## src/rtl/ysyx_2022040010_icache_ctrl.sv

```systemverilog
// Miss/refill sequencer for the 2-way, 64-set icache: single-beat line refill
// over the memory read port, plus pass-through uncached fetches.
module ysyx_2022040010_icache_ctrl #(
  parameter int unsigned ADDR_W = 64,
  parameter int unsigned LINE_W = 64
) (
  input  logic              clk,
  input  logic              rst,
  input  logic              sram_e,
  input  logic [ADDR_W-1:0] sram_addr,
  input  logic              cache,
  input  logic              flush,
  input  logic              miss,
  input  logic [1:0]        hit,
  input  logic              lru,
  output logic              refresh,
  output logic              data_we,
  output logic              data_way,
  output logic [LINE_W-1:0] data_wdata,
  output logic              uc_valid,
  output logic [LINE_W-1:0] uc_data,
  output logic              stallreq,
  output logic              mem_req,
  output logic [ADDR_W-1:0] mem_addr,
  input  logic              mem_gnt,
  input  logic              mem_rvalid,
  input  logic [LINE_W-1:0] mem_rdata
);

  typedef enum logic [2:0] {
    StIdle,
    StReq,
    StWait,
    StFill,
    StUcResp
  } state_e;

  state_e              state_q, state_d;
  logic [ADDR_W-1:0]   addr_q, addr_d;
  logic                way_q, way_d;
  logic                uncached_q, uncached_d;
  logic                drop_q, drop_d;
  logic [LINE_W-1:0]   line_q, line_d;
  logic                line_changed;

  // Refresh indexes by the live fetch address, so a line change kills the refill.
  assign line_changed = sram_addr[ADDR_W-1:3] != addr_q[ADDR_W-1:3];

  always_ff @(posedge clk) begin
    if (rst) begin
      state_q    <= StIdle;
      addr_q     <= '0;
      way_q      <= 1'b0;
      uncached_q <= 1'b0;
      drop_q     <= 1'b0;
      line_q     <= '0;
    end else begin
      state_q    <= state_d;
      addr_q     <= addr_d;
      way_q      <= way_d;
      uncached_q <= uncached_d;
      drop_q     <= drop_d;
      line_q     <= line_d;
    end
  end

  always_comb begin
    state_d    = state_q;
    addr_d     = addr_q;
    way_d      = way_q;
    uncached_d = uncached_q;
    drop_d     = drop_q;
    line_d     = line_q;
    unique case (state_q)
      StIdle: begin
        drop_d = 1'b0;
        if (sram_e && !flush) begin
          if (!cache) begin
            addr_d     = sram_addr;
            uncached_d = 1'b1;
            state_d    = StReq;
          end else if (miss) begin
            addr_d     = sram_addr;
            way_d      = lru;
            uncached_d = 1'b0;
            state_d    = StReq;
          end
        end
      end
      StReq: begin
        if (flush || line_changed) drop_d = 1'b1;
        if (mem_gnt) state_d = StWait;
      end
      StWait: begin
        if (mem_rvalid) begin
          line_d = mem_rdata;
          if (drop_q || flush || line_changed) begin
            drop_d  = 1'b0;
            state_d = StIdle;
          end else begin
            state_d = uncached_q ? StUcResp : StFill;
          end
        end else if (flush || line_changed) begin
          drop_d = 1'b1;
        end
      end
      StFill, StUcResp: begin
        drop_d  = 1'b0;
        state_d = StIdle;
      end
      default: state_d = StIdle;
    endcase
  end

  always_comb begin
    refresh    = 1'b0;
    data_we    = 1'b0;
    data_way   = 1'b0;
    data_wdata = '0;
    uc_valid   = 1'b0;
    uc_data    = '0;
    mem_req    = 1'b0;
    mem_addr   = '0;
    stallreq   = 1'b0;
    unique case (state_q)
      StIdle: stallreq = sram_e && !flush && (miss || !cache);
      StReq: begin
        stallreq = 1'b1;
        mem_req  = 1'b1;
        mem_addr = uncached_q ? addr_q : {addr_q[ADDR_W-1:3], 3'b000};
      end
      StWait: stallreq = 1'b1;
      StFill: begin
        stallreq   = 1'b1;
        refresh    = 1'b1;
        data_we    = 1'b1;
        data_way   = way_q;
        data_wdata = line_q;
      end
      StUcResp: begin
        uc_valid = 1'b1;
        uc_data  = line_q;
      end
      default: stallreq = 1'b0;
    endcase
  end

  // The tag array must report a clean one-hot-or-zero hit whenever it claims no miss.
  hit_onehot_a : assert property (@(posedge clk) disable iff (rst)
    (sram_e && !miss) |-> (!$isunknown(hit) && $onehot0(hit)));

endmodule

```

## config.mk

```make
export PLATFORM = sky130hd
export DESIGN_NAME = ysyx_2022040010_icache_ctrl
export DESIGN_NICKNAME = d
export VERILOG_FILES = /design/src/rtl/ysyx_2022040010_icache_ctrl.sv
export SDC_FILE = /design/constraint.sdc
export NUM_CORES = 1
export LEC_CHECK = 0
export CORE_AREA = 2 2 133 135
export CTS_CLUSTER_SIZE = 28
export DETAILED_ROUTE_END_ITERATION = 6
export DIE_AREA = 0 0 135 137
export DONT_BUFFER_PORTS = 1
export PLACE_DENSITY = 0.56
export SLEW_MARGIN = 10
export SYNTH_ARGS = -nofsm -noshare
export SYNTH_HDL_FRONTEND = slang
export SYNTH_SLANG_ARGS = --single-unit
```

## constraint.sdc

```tcl
create_clock -name clk -period 2.1 [get_ports clk]
set_input_delay 0.63 -clock clk [delete_from_list [all_inputs] [get_ports clk]]
set_output_delay 0.63 -clock clk [all_outputs]
set_load 0.1 [all_outputs]
```

==> metrics.cfg <==
[final_layout]
antennaDiodeCount = 0
drive_above_1_share = 0.3918
multi_input_area_sq_mm = 0.004502
final_cells = 1297
utilization = 0.6791
areaGrowthSynthToFinish_pct = 70.67
final_nets = 1198
seqCellArea_sq_mm = 0.002694
fillers = 1311

[detailed_routing]
viasPerCell = 5.334
dr.pass1.iters = 4
num_vias = 6918
ant_nets = 0
drtIter0Drc = 459
wl_per_cell_um = 20.62
wl_mm = 26.74
remaining_drc_errors = 0

[synthesis]
async_reset_ff_frac = 0
ys_top_cells_by_area = dfxtp_1 40%, nand2_1 14%, and2_1 11%
postSynthAreaPerCell_sq_um = 7.258
yosysWarnings = 0
muxShareOfSynthArea = 0.001475
synth-main-ff-cell = dfxtp_1
synth-compound-area-share = 0.1215
synth_top_area_share = 0.3953
synthAdderAreaFrac = 0
synth_fp_nets = 1074
ys_types = 37
synth_common_cells = 260 x nand2_1, 134 x dfxtp_1, 131 x a21oi_1, 119 x and2_1, 67 x and3_1
syn_area_sq_mm = 0.006787
synth.most_common_cell = nand2_1
synth_top_area_cell = dfxtp_1
synth_top_family_by_area = simple AND/OR/NAND/NOR gates
netlist_instances = 935
synth_xor_area_frac = 0.05162
yosys.area_share.simple = 0.3746
synth_seq_cells = 134
synth-seq-area-share = 0.3953
synth_edf_count = 0

[sta]
max_freq_ghz = 0.4229
finalSetupViolCount = 198
max_slew.worst_pin.slew_ns = 0.5240
clock_skew_ns = 0.004388
fin_crit_sh = 1.126
slew_violations = 0
relSlewSlack = 0.6498
rsz0062_at_grt = yes
period_minus_slack_ns = 2.365
timing.final.ws_setup_ns = -0.2646
final-hold-violation-count = 0

[power_and_ir_drop]
leakagePower_nw = 4.413
power_density_mw_per_mm2 = 549.7
ir_drop_v = 0.0005012

[place]
dpl.hpwl_mm = 16.62
place_inst = 1226
pre_cts_ws_ns = -0.1289
port_buffers = 0
place.gp.congestion = 0.8259

[critical_path]
required_ns = 1.47
start_kind = flop
crit_fanout = 8
crit_type = reg -> out
critical_path_arrival_ns = 1.73
end_kind = output port

[global_route]
grt_use_total = 0.2703
grt_pass1_wl_mm = 38.18
grt_remaining_overflow = 0
first_global_vias = 6658
antenna_found_initial = 0
grt_max_degree = 134

[clock_tree]
numCtsBuffers = 17
cts_hold_buf = 0
cts_tree = yes
cts_max_level = 4
clockBufferDepth = 2
path_clk_slew_ns = 0.06
insertion_delay_ns = 0.41
cts-root-buf = clkbuf_16
clock_sinks = 134

[flow_run]
cap_violations = 0

[min_path]
hp-class = in -> reg

[floorplan]
die_height_um = 137
die_w_um = 135
initial_core_util = 0.3979
die_area_sq_mm = 0.01850
coreArea_sq_mm = 0.01706
ios = 337
num_rows = 48

[outcome]
violations = setup timing
status = complete, but fails checks

-- registers in the layout (all words and copies together), names as in the netlist --
register / flops
addr_q: 64
drop_q: 1
way_q: 1
state_q: 3
uncached_q: 1
line_q: 64
-- path summary, 6_finish.rpt --
kind / end / start / slack [ns] / cells after the start
setup / recovery: mem_addr[61] / state_q[1] / -0.26 / 5
hold reg to reg: addr_q[37] / addr_q[37] / 0.45 / 2
hold / removal: line_q[57] / rst / 0.30 / 1
setup reg to reg: addr_q[35] / state_q[2] / 0.11 / 6
-- repair_timing --
item                                    in CTS  in global routing
pin swaps                                   30                 11
setup buffers                               13                  8
cloned                                      13                 11
hold endpoints to repair                     0                  0
resized for setup                           87                 28
endpoints found under the setup margin     197                201
-- layout by cell type, fill, tap and decap left out, types with 3 or more instances in the layout --
cell and instances:
nand2_1 259, dfxtp_1 131, a21oi_1 130, buf_12 130
and2_4 112, and3_4 67, xor2_1 36, clkbuf_16 27
inv_1 21, buf_4 15, buf_16 11, nor4_1 10
buf_6 10, nor3_4 9, nor2b_1 8, and2_2 7
o22ai_1 7, nor2_1 7, nand2b_1 7, a22o_1 4
nand4_1 4, xnor2_1 4, clkbuf_8 4, buf_8 4
clkinv_2 3, clkbuf_1 3, dfxtp_4 3
-- layout make-up --
cell class / instances / share of cell area
Multi-Input combinational cell: 705 / 0.3887
Timing Repair Buffer: 179 / 0.2949
Sequential cell: 134 / 0.2326
Clock buffer: 25 / 0.04461
Tap cell: 225 / 0.02431
Clock inverter: 7 / 0.007778
Inverter: 22 / 0.007130
-- report_power, final --
| part | internal, W | switching (W) |
|---|---|---|
| combinational | 0.000285 | 0.000375 |
| clock | 0.00194 | 0.00111 |
| sequential | 0.00260 | 0.0000566 |
| total | 0.00483 | 0.00154 |
-- critical path, stage by stage (launching register included) --
cell and delay, ns:
dfxtp_4 0.36, nand2b_4 0.16, nor2_4 0.13, buf_12 0.17
clkbuf_16 0.16, and2_4 0.33
-- through the flow --
stage / TNS, ns / area (sq um) / hold slack [ns] / power (W)
2_1_floorplan: -1.366 / 7426 / 0.4320 / 0.003094
3_3_place_gp: -0.4100 / 9965 / 0.4316 / 0.003216
3_5_place_dp: -0.4020 / 9965 / 0.4410 / 0.003224
4_1_cts: -43.24 / 11340 / 0.2697 / 0.006392
5_1_grt: -53.41 / 11580 / 0.2690 / 0.006592
6_report: -41.61 / 11580 / 0.2954 / 0.006367
-- metal layers --
layer	global-route usage	vias to the layer above	wire length [um]
met5	0	-	0
met4	0.1221	0	1015
met3	0.09852	61	2471
met2	0.4670	284	13610
met1	0.2976	3267	9641
li1	-	3306	-
-- kinds of logic after synthesis --
kind of cell	after synthesis
buf+inv	96
flops	134
xor+xnor	40
mux	1
compound gates	154
simple gates	510
Power figures use the tool's default switching activity.
==> edit 1, RTL diff (same flow settings) <==
Change the parameter `LINE_W` from 64 to 96.
--- a/src/rtl/ysyx_2022040010_icache_ctrl.sv
+++ b/src/rtl/ysyx_2022040010_icache_ctrl.sv
@@ -4,3 +4,3 @@
   parameter int unsigned ADDR_W = 64,
-  parameter int unsigned LINE_W = 64
+  parameter int unsigned LINE_W = 96
 ) (
Interface: changed (resized data_wdata, mem_rdata and uc_data); port bits go from 337 to 433. No check against the original RTL was run, so the function may have changed too.
==> edit 1 against the unedited design <==
  * The run still ends with negative setup slack left
  * Sequential cell count grew 32
  * Largest cell class unchanged
  * Worst setup slack lost 71 ps
  * First-iteration DRC count grew 36%
  * Combinational power shrank 12%
  * Clock skew grew 4.7 ps
  * Critical endpoint is now uc_data[14]
  * Clock power grew 4%
  * Routed wire length grew 21%
  * Cell area grew 13%
  * Global-route usage grew 4.8 points
  * Total power grew 10%
  * Sequential power grew 23%
  * Synthesized area grew 22%
  * Register-to-register slack gained 60 ps
==> edit 1: results (changes against the unedited design) <==
- Length of the first detailed-routing pass in iterations: 5 (+1)
- Via count of the first global-routing pass: 7880 (+18%)
- Maximum number of pins on one net before global-route repair: 166 (+24%)
- The number of gates resized after CTS was 29 (-67%).
- The global routing met3 resource utilization came to 11.0% (+1.1 points).
- The final reports fail on negative setup slack.
* Post-CTS Setup Inserts: 5 (-8)
- Post-Synthesis Net Count: 1320 (+23%)
* Net Sw Frac: 24.7% (+0.59 points)
* Post-DP HPWL: 21800 um (+31%)
- The peak fanout along the critical path is 32 (+24).
- The met2 wire length came to 16200 um (+19%).
* First-iteration detailed-routing DRC count: 623 (+36%)
- The average detailed-routed wire length per instance is 21.5 um (+4.3%).
- Fraction of final layout cells with drive strength greater than 1: 38.9% (-0.23 points)
* Avg Cell Area, Syn: 7.22 um^2 (-0.50%)
- Share of power burned in the clock network: 45.3% (-2.6 points)
- Counting instances in the post-synthesis netlist gives the leading cell types as sky130_fd_sc_hd__nand2_1, sky130_fd_sc_hd__dfxtp_1, sky130_fd_sc_hd__a21oi_1.
* Reg-to-reg endpoint: drop_q$_SDFFE_PP0P_
- The final worst-path setup slack was -335 ps (-70.7 ps).
- The final setup violation count is 262 (+32%).
- The number of vias in the routed layout came to 8450 (+22%).
- Total GRT Usage: 31.8% (+4.8 points)
* Pre-CTS worst setup slack: -96.0 ps (+32.9 ps)
- Setup clock skew after layout: 9.07 ps (+4.69 ps)
* Terminating pin of the worst hold path: line_q[81]$_SDFFE_PP0P_
* Routability Congestion: 0.925 (+12%)
- The detailed-route wire length on metal 1 came to 11600 um (+21%).
- The compound-cell area share of the yosys netlist is 11.9% (-0.28 points).
- Leading registers by flop count: line_q x96, addr_q x64, state_q x3
- The run finished, with violations left.
- Netlist cell types: 35 (-5.4%)
edit 1: cells by family after synthesis:
| group | Yosys count |
|---|---|
| multiplexers | 1 |
| AO/OA/AOI/OAI | 186 |
| buffers and inverters | 118 |
| XOR/XNOR | 40 |
| flip-flops | 166 |
| AND/OR/NAND/NOR | 638 |
edit 1: per-stage QoR:
step	area (um^2)	hold slack, ps
5_1_grt	13100	259
4_1_cts	12800	268
3_5_place_dp	12000	442
2_1_floorplan	9050	432
3_3_place_gp	12000	435
6_report	13100	284
edit 1: how the worst max path moves through the flow:
| stage | start | slack [ps] | endpoint |
|---|---|---|---|
| global placement | sram_addr[43] | -100 | drop_q$_SDFFE_PP0P_ |
| finish | state_q[1]$_SDFFE_PP0P_ | -340 | uc_data[14] |
| floorplan | state_q[2]$_SDFFE_PP0P_ | -110 | mem_addr[18] |
| detailed placement | sram_addr[43] | -100 | drop_q$_SDFFE_PP0P_ |
| CTS | state_q[2]$_SDFFE_PP0P_ | -320 | data_wdata[15] |
| global route | state_q[1]$_SDFFE_PP0P_ | -360 | uc_data[14] |
edit 1: layout make-up:
type / count / area [um^2]
multi-input combinational: 865 / 5260
fill: 1226 / 3990
timing repair buffer: 191 / 3520
sequential: 166 / 3330
clock buffer: 22 / 474
tap: 225 / 282
clock inverter: 10 / 121
inverter: 22 / 82.6
edit 1: critical path, stage by stage, from the launching register on:
cell	delay [ps]
sky130_fd_sc_hd__dfxtp_4	360
sky130_fd_sc_hd__buf_4	140
sky130_fd_sc_hd__nor2_4	200
sky130_fd_sc_hd__clkbuf_16	270
sky130_fd_sc_hd__and3_2	240
sky130_fd_sc_hd__buf_12	180
==> edit 2, RTL diff (config.mk and constraints unchanged) <==
Without the edit above. Re-encode `state_e` (5 states) as Gray code, 3 bits wide.
--- a/src/rtl/ysyx_2022040010_icache_ctrl.sv
+++ b/src/rtl/ysyx_2022040010_icache_ctrl.sv
@@ -30,7 +30,7 @@
   typedef enum logic [2:0] {
-    StIdle,
-    StReq,
-    StWait,
-    StFill,
-    StUcResp
+    StIdle   = 3'b000,
+    StReq    = 3'b001,
+    StWait   = 3'b011,
+    StFill   = 3'b010,
+    StUcResp = 3'b110
   } state_e;
Check against the original RTL: no difference found for any inputs over 4 cycles, from zero or initial values and one cycle with rst high; so few cycles prove little.
==> edit 2 against the unedited design <==
  * The run still ends with negative setup slack left
  * Clock skew is 2.9 ps higher
  * Non-clock buffer count is 35 lower
  * Critical path type unchanged
  * Routed wire length is 11% lower
  * Sequential power hardly changed
  * Cell area is 8.5% lower
  * Utilization is 5.8 points lower
  * Total power is 6.8% higher
  * Fmax is 0.65% lower
  * Via count is 6.8% lower
  * Die area stayed put
  * Worst setup slack worse by 15 ps
  * Sequential cell count stayed put
  * Synthesized area is 0.31% lower
==> edit 2: results (changes against the unedited design) <==
- Initial antenna violation count: 1 (+1)
- By area the synthesized netlist is led by sky130_fd_sc_hd__dfxtp_1, sky130_fd_sc_hd__and2_1, sky130_fd_sc_hd__nand2_1.
- The proportion of layout cells with a drive suffix above 1 came to 37.4% (-1.8 points).
* Setup clock skew after layout: 7.27 ps (+2.88 ps)
- Pre-CTS worst setup slack: -375 ps (-246 ps)
- The maximum number of pins on one net before global-route repair was 136 (+1.5%).
- Power of the clock network: 3170 uW (+4%)
- The fraction of met2 tracks used by global routing is 42.0% (-4.7 points).
- The peak fanout along the critical path is 7 (-1).
* Worst-case vdd ir drop: 529 uV (+5.5%)
- Post-CTS Setup Inserts: 14 (+1)
- The data arrival time of the critical path was 1750 ps (+20 ps).
- Cells after Synth: 924 (-1.2%)
* Wire length of the first global-routing pass: 34000 um (-11%)
- The number of vias in the routed layout is 6451 (-6.8%).
* Failing checks: negative setup slack
- Worst slew pin tran: 491 ps (-32.7 ps)
- Net total in the final layout: 1160 (-3.2%)
- The run finished, with violations left.
* Via count of the first global-routing pass: 6105 (-8.3%)
- The sequential-to-total area share from yosys stat came to 39.7% (+0.12 points).
- The number of fillers in the final layout is 1490 (+14%).
* Post-DP HPWL: 15700 um (-5.3%)
* Slack of the critical path: -280 ps (-15.5 ps)
- Routability Congestion: 0.780 (-5.5%)
- Total Negative Setup Slacks: -45320 ps (-3710 ps)
* Post-synth top cells: sky130_fd_sc_hd__nand2_1, sky130_fd_sc_hd__and2_1, sky130_fd_sc_hd__dfxtp_1
* Xor/xnor share of the synthesized area: 4.79% (-0.37 points)
- Internal power: 5080 uW (+5.3%)
- Relative to the synthesized area, the layout overhead comes to 56.7%.
* Post-Synthesis Net Count: 1063 (-1.0%)
- Power drawn by the sequential cells: 2670 uW (about the same)
- Proportion of synthesized area in mux cells: 0.444% (+0.30 points)
- Final setup vio count: 201 (+1.5%)
- Total power: 6800 uW (+6.8%)
- Met1 track utilization from global routing: 26.4% (-3.3 points)
- The static power due to leakage came to 0.00393 uW (-11%).
## edit 2: path summary, 6_finish.rpt
kind | depth (start not counted) | start | slack [ps] | endpoint
setup / recovery | 5 | state_q[2]$_SDFFE_PP0P_ | -280 | mem_addr[56]
hold / removal | 1 | rst | 290 | line_q[50]$_SDFFE_PP0P_
setup reg to reg | 6 | addr_q[15]$_SDFFE_PP0P_ | -60 | state_q[1]$_SDFFE_PP0P_
hold reg to reg | 2 | addr_q[48]$_SDFFE_PP0P_ | 450 | addr_q[48]$_SDFFE_PP0P_
## edit 2: per-layer routing
metal	part of all wire [%]	vias up
met5	0	-
met4	2.0	0
met3	8.3	28
met2	51	225
li1	-	3174
met1	39	3024
## edit 2: cell type report
class | count | area share [%]
well taps | 225 | 2.66
inverters | 18 | 0.685
repair buffers | 144 | 23.9
flip-flops and latches | 134 | 25.4
multi-input cells | 706 | 41.4
clock inverters | 12 | 1.65
clock buffers | 20 | 4.31
diodes | 1 | 0.0236
